$ cat src/rtl/aes_pkg.sv
// Shared AES definitions: GF(2^8) constant multipliers built from xtime,
// the state/column/byte typedefs, and the MixColumns engine FSM states.
package aes_pkg;

    localparam logic [7:0] AES_POLY = 8'h1B;

    typedef logic [7:0]       aes_byte_t;
    typedef aes_byte_t [3:0]  aes_col_t;    // row r of a column = element r
    typedef aes_col_t  [3:0]  aes_state_t;  // column c = element c, 128 bits

    typedef enum logic [1:0] {
        IDLE,
        BUSY,
        DONE
    } mc_state_e;

    function automatic aes_byte_t xtime(input aes_byte_t b);
        return {b[6:0], 1'b0} ^ (b[7] ? AES_POLY : 8'h00);
    endfunction

    function automatic aes_byte_t gmul2(input aes_byte_t b);
        return xtime(b);
    endfunction

    function automatic aes_byte_t gmul3(input aes_byte_t b);
        return xtime(b) ^ b;
    endfunction

    function automatic aes_byte_t gmul9(input aes_byte_t b);
        return xtime(xtime(xtime(b))) ^ b;
    endfunction

    function automatic aes_byte_t gmulB(input aes_byte_t b);
        return xtime(xtime(xtime(b))) ^ xtime(b) ^ b;
    endfunction

    function automatic aes_byte_t gmulD(input aes_byte_t b);
        return xtime(xtime(xtime(b))) ^ xtime(xtime(b)) ^ b;
    endfunction

    function automatic aes_byte_t gmulE(input aes_byte_t b);
        return xtime(xtime(xtime(b))) ^ xtime(xtime(b)) ^ xtime(b);
    endfunction

endpackage

$ cat src/rtl/aes_mix_column.sv
// Combinational single-column MixColumns / InvMixColumns; the inverse
// datapath exists only when SUPPORT_INV is set.
module aes_mix_column
    import aes_pkg::*;
#(
    parameter int SUPPORT_INV = 1
) (
    input  logic [31:0] col_in,
    input  logic        inv,
    output logic [31:0] col_out
);

    aes_col_t a;
    aes_col_t fwd;

    assign a = col_in;

    always_comb begin
        fwd = '0;
        for (int unsigned r = 0; r < 4; r++) begin
            fwd[2'(r)] = gmul2(a[2'(r)]) ^ gmul3(a[2'(r + 1)]) ^
                         a[2'(r + 2)] ^ a[2'(r + 3)];
        end
    end

    if (SUPPORT_INV != 0) begin : g_inv
        aes_col_t bwd;

        always_comb begin
            bwd = '0;
            for (int unsigned r = 0; r < 4; r++) begin
                bwd[2'(r)] = gmulE(a[2'(r)]) ^ gmulB(a[2'(r + 1)]) ^
                             gmulD(a[2'(r + 2)]) ^ gmul9(a[2'(r + 3)]);
            end
        end

        assign col_out = inv ? bwd : fwd;
    end else begin : g_fwd_only
        logic unused_inv;
        assign unused_inv = inv;
        assign col_out    = fwd;
    end

endmodule

$ cat src/rtl/aes_mix_columns_seq.sv
// Sequential AES MixColumns engine: accepts one state, transforms
// COLS_PER_CYCLE columns per clock in place, then holds the result for output.
module aes_mix_columns_seq
    import aes_pkg::*;
#(
    parameter int COLS_PER_CYCLE = 1,
    parameter int SUPPORT_INV    = 1
) (
    input  logic         clk,
    input  logic         rst,
    input  logic         in_valid,
    output logic         in_ready,
    input  logic [127:0] in_data,
    input  logic         in_inv,
    output logic         out_valid,
    input  logic         out_ready,
    output logic [127:0] out_data,
    output logic         busy
);

    if (COLS_PER_CYCLE != 1 && COLS_PER_CYCLE != 2 && COLS_PER_CYCLE != 4) begin : g_bad_cols
        $error("aes_mix_columns_seq: COLS_PER_CYCLE must be 1, 2 or 4");
    end

    localparam logic [1:0] LAST_IDX = 2'(4 - COLS_PER_CYCLE);

    mc_state_e  state;
    mc_state_e  state_next;
    aes_state_t work;
    aes_state_t work_next;
    aes_state_t mixed;
    logic [1:0] col_idx;
    logic [1:0] off;
    logic       mode;
    logic       accept;

    assign accept = in_valid && (state == IDLE);

    always_ff @(posedge clk or posedge rst) begin
        if (rst) begin
            state <= IDLE;
        end else begin
            state <= state_next;
        end
    end

    always_comb begin
        state_next = state;
        in_ready   = 1'b0;
        out_valid  = 1'b0;
        busy       = 1'b0;
        case (state)
            IDLE: begin
                in_ready = 1'b1;
                if (in_valid) state_next = BUSY;
            end
            BUSY: begin
                busy = 1'b1;
                if (col_idx == LAST_IDX) state_next = DONE;
            end
            DONE: begin
                busy      = 1'b1;
                out_valid = 1'b1;
                if (out_ready) state_next = IDLE;
            end
            default: state_next = IDLE;
        endcase
    end

    // Slot k transforms column col_idx+k; unused slots are tied off so the
    // write-back mux below can index a full four-entry array.
    for (genvar k = 0; k < 4; k++) begin : g_col
        if (k < COLS_PER_CYCLE) begin : g_inst
            logic [1:0] sel;
            assign sel = col_idx + 2'(k);
            aes_mix_column #(
                .SUPPORT_INV(SUPPORT_INV)
            ) u_mix (
                .col_in (work[sel]),
                .inv    (mode),
                .col_out(mixed[k])
            );
        end else begin : g_tie
            assign mixed[k] = '0;
        end
    end

    always_comb begin
        work_next = work;
        off       = '0;
        for (int unsigned c = 0; c < 4; c++) begin
            off = 2'(c) - col_idx;
            if ({1'b0, off} < 3'(COLS_PER_CYCLE)) begin
                work_next[2'(c)] = mixed[off];
            end
        end
    end

    always_ff @(posedge clk or posedge rst) begin
        if (rst) begin
            work    <= '0;
            col_idx <= '0;
            mode    <= 1'b0;
        end else if (accept) begin
            work    <= in_data;
            col_idx <= '0;
            mode    <= in_inv && (SUPPORT_INV != 0);
        end else if (state == BUSY) begin
            work    <= work_next;
            col_idx <= col_idx + 2'(COLS_PER_CYCLE);
        end
    end

    assign out_data = (state == DONE) ? work : '0;

endmodule

$ cat config.mk
export PLATFORM = sky130hd
export DESIGN_NAME = aes_mix_columns_seq
export DESIGN_NICKNAME = d
export VERILOG_FILES = /design/src/rtl/aes_pkg.sv /design/src/rtl/aes_mix_column.sv /design/src/rtl/aes_mix_columns_seq.sv
export SDC_FILE = /design/constraint.sdc
export NUM_CORES = 1
export LEC_CHECK = 0
export BUFFER_PORTS_ARGS = -buffer_cell sky130_fd_sc_hd__buf_2
export CAP_MARGIN = 20
export CORE_ASPECT_RATIO = 0.6
export CORE_MARGIN = 1
export CORE_UTILIZATION = 30
export CTS_CLUSTER_SIZE = 10
export DETAILED_ROUTE_END_ITERATION = 8
export MAX_ROUTING_LAYER = met4
export PLACE_DENSITY = 0.48
export SLEW_MARGIN = 30
export SYNTH_ARGS = -nofsm -noshare
export SYNTH_HDL_FRONTEND = slang
export SYNTH_HIERARCHICAL = 1
export SYNTH_SLANG_ARGS = --single-unit
$ cat constraint.sdc
create_clock -name clk -period 8.8 [get_ports clk]
set_input_delay 0.88 -clock clk [delete_from_list [all_inputs] [get_ports clk]]
set_output_delay 0.88 -clock clk [all_outputs]
set_load 0.02 [all_outputs]
==> out/summary.txt <==
Area share of the largest cell type after synthesis - 0.3374
Residual DRC - 0
Seq/Total Area, Yosys - 0.3374
CP cell instances - buf_4, mux4_2, xor2_4, xor2_1, xnor3_1, nand2_1, xor2_1, xnor3_1, a221o_1
Post-Syn Instances - 897
Ant diodes - 0
Initial Util - 0.3043
Worst Setup SP - col_idx[1]
# hold bufs at CTS - 0
Core Box Area - 32420 um^2
Syn Nets - 1039
CTS clk-pin slew, worst paths - 0.06 ns
1st-iter DRT viols - 972
TritonCTS Buffers - 17
I/O Pins - 264
Post-Route Setup TNS - 0 ns
Num rows - 51
GRT Residual Overflow - 0
Crit Path Category - flip-flop to flip-flop
Yosys warns - 6
Vias in the first global route - 8361
Final Setup Violations - 0
Resize count post-CTS - 0
Port bufs - 263
Detailed-placement wirelength estimate - 27450 um
CTS root buf - clkbuf_16
Min-delay src - work[3]
Hold/Removal Path Class - flip-flop to flip-flop
Via-to-Cell Ratio - 5.413
#FFs+latches synth - 133
Sink Count - 133
Synth-to-layout area growth - 22.66%
Die area - 33630 um^2
Synth cell count leaders - dfrtp_1, xnor2_1, a221o_1, and2_1, and3_1
Unrepaired setup endpoints after global routing - no
Largest net degree at the start of global routing - 129
Critical path's largest stage delay - 0.82 ns
Final worst path period need - 4.629 ns
Total track usage - 0.2310
Antenna viol nets, final - 0
Post-synth top area cell - dfrtp_1
Die Span Y - 142.5 um
Via count - 8336
Status - finished, final reports clean
Post-synth EDFFs - 0
Post-synth ARST share - 1.000
Placer Congestion - 0.9205
Crit-path slowest cell - dfrtp_2
Initial antenna violation count - 0
Clock Path Buffers - 2
Data required, critical path - 9.12 ns
WHS - 0.5324 ns
Fillcell total - 3287
First-pass GRT wire length - 55900 um
Most numerous cell in the Yosys netlist - dfrtp_1
Avg Inst Size Synth - 11.00 um^2
Top post-synthesis cells by area - dfrtp_1, a221o_1, xnor2_1
Startpoint Class - flip-flop
Max Clk Rate - 0.2160 GHz
Relative slew margins - 0.3070
Routed WL - 37480 um
Least-Margin Pin Slew - 1.035 ns
Nets - 1245
CP Capture Type - flip-flop
Clock skew - 0.01029 ns
Final hold viol count - 0
Wirelength per Cell - 24.34 um
WP data arrival - 4.95 ns
Drt first pass iters - 5
Post-Syn Area - 9863 um^2
Layout cell share with drive strength beyond 1 - 0.3297
Chip width - 236.1 um
Period utilization - 0.5260
Max-slew violation count - 0
Reg-to-reg startpoint - col_idx[1]
Post-synthesis cell type count - 34
Primary FF master, synth - dfrtp_1
CTS tree - built
Worst Path Max Fanout - 21
Post-CTS Repair Setup Buffers - 0
Worst skew pair latency - 0.43 ns
Max cap viols - 0
H-tree depth - 4
state kept, by name (all words and copies together) (netlist names):
name	flops
col_idx	2
mode	1
state	2
work	128
metal layers:
layer	up-vias	wire, um	global-route usage
li1	3705	-	-
met1	4263	18680	0.3450
met2	352	15950	0.3200
met3	16	2572	0.04577
met4	0	279	0.03922
met5	-	0	-
cells in the final DEF, fill, tap and decap left out, types with 6 or more instances in the layout:
cell type / count
buf_2: 262
dfrtp_1: 130
xnor2_1: 129
and3_1: 128
a221o_1: 128
and2_1: 128
xor2_1: 39
mux4_2: 32
clkbuf_16: 17
xnor3_1: 16
nand2_1: 14
buf_4: 14
nor2_1: 7
inv_1: 7
ha_1: 7
a21oi_1: 6
stage by stage:
step | setup WS (ns) | cells | cell area, um^2 | utilization
5_1_grt | 3.935 | 1540 | 12100 | 0.3732
3_3_place_gp | 4.238 | 1504 | 11420 | 0.3524
3_5_place_dp | 4.255 | 1508 | 11480 | 0.3543
6_report | 4.171 | 1540 | 12100 | 0.3732
2_1_floorplan | 4.366 | 897 | 9863 | -
4_1_cts | 4.208 | 1540 | 12090 | 0.3731
final cells by class:
type                            count  area, um^2  area share
Multi-Input combinational cell    663        6112      0.5052
Sequential cell                   133        3332      0.2754
Timing Repair Buffer              280        1479      0.1222
Tap cell                          424       530.5     0.04385
Clock buffer                       20       456.7     0.03775
Clock inverter                     12       152.6     0.01262
Inverter                            8       35.03    0.002896
logic make-up after synthesis:
logic type                 after synthesis  share of synthesized area
and+or+nand+nor                        284                     0.1813
xor gates and xnor gates               191                     0.2018
AOI/OAI and AO/OA                      140                     0.1369
DFF                                    133                     0.3374
buffers and inverters                  101                    0.05062
muxes                                   39                    0.08055
adders and majority gates                9                    0.01142
critical path: cells and delay by family (launching register included):
kind / cells / cell delay, ns
muxes: 1 / 0.73
DFF: 1 / 0.82
xor gates and xnor gates: 5 / 1.95
and+or+nand+nor: 1 / 0.12
buffers and inverters: 1 / 0.51
AOI/OAI and AO/OA: 1 / 0.36
final timing paths:
check,cells after the start,to,slack [ns]
worst min register to register,1,work[3],0.53
min in group asynchronous,2,work[103],0.54
max in group asynchronous,3,col_idx[0],6.97
worst max-delay path,9,work[2],4.17
worst min-delay path,1,work[3],0.53
worst max register to register,9,work[2],4.17
Power is left out: the tool's default activity adds up to more than one toggle a clock period on the data nets, which glitch-free logic cannot reach.
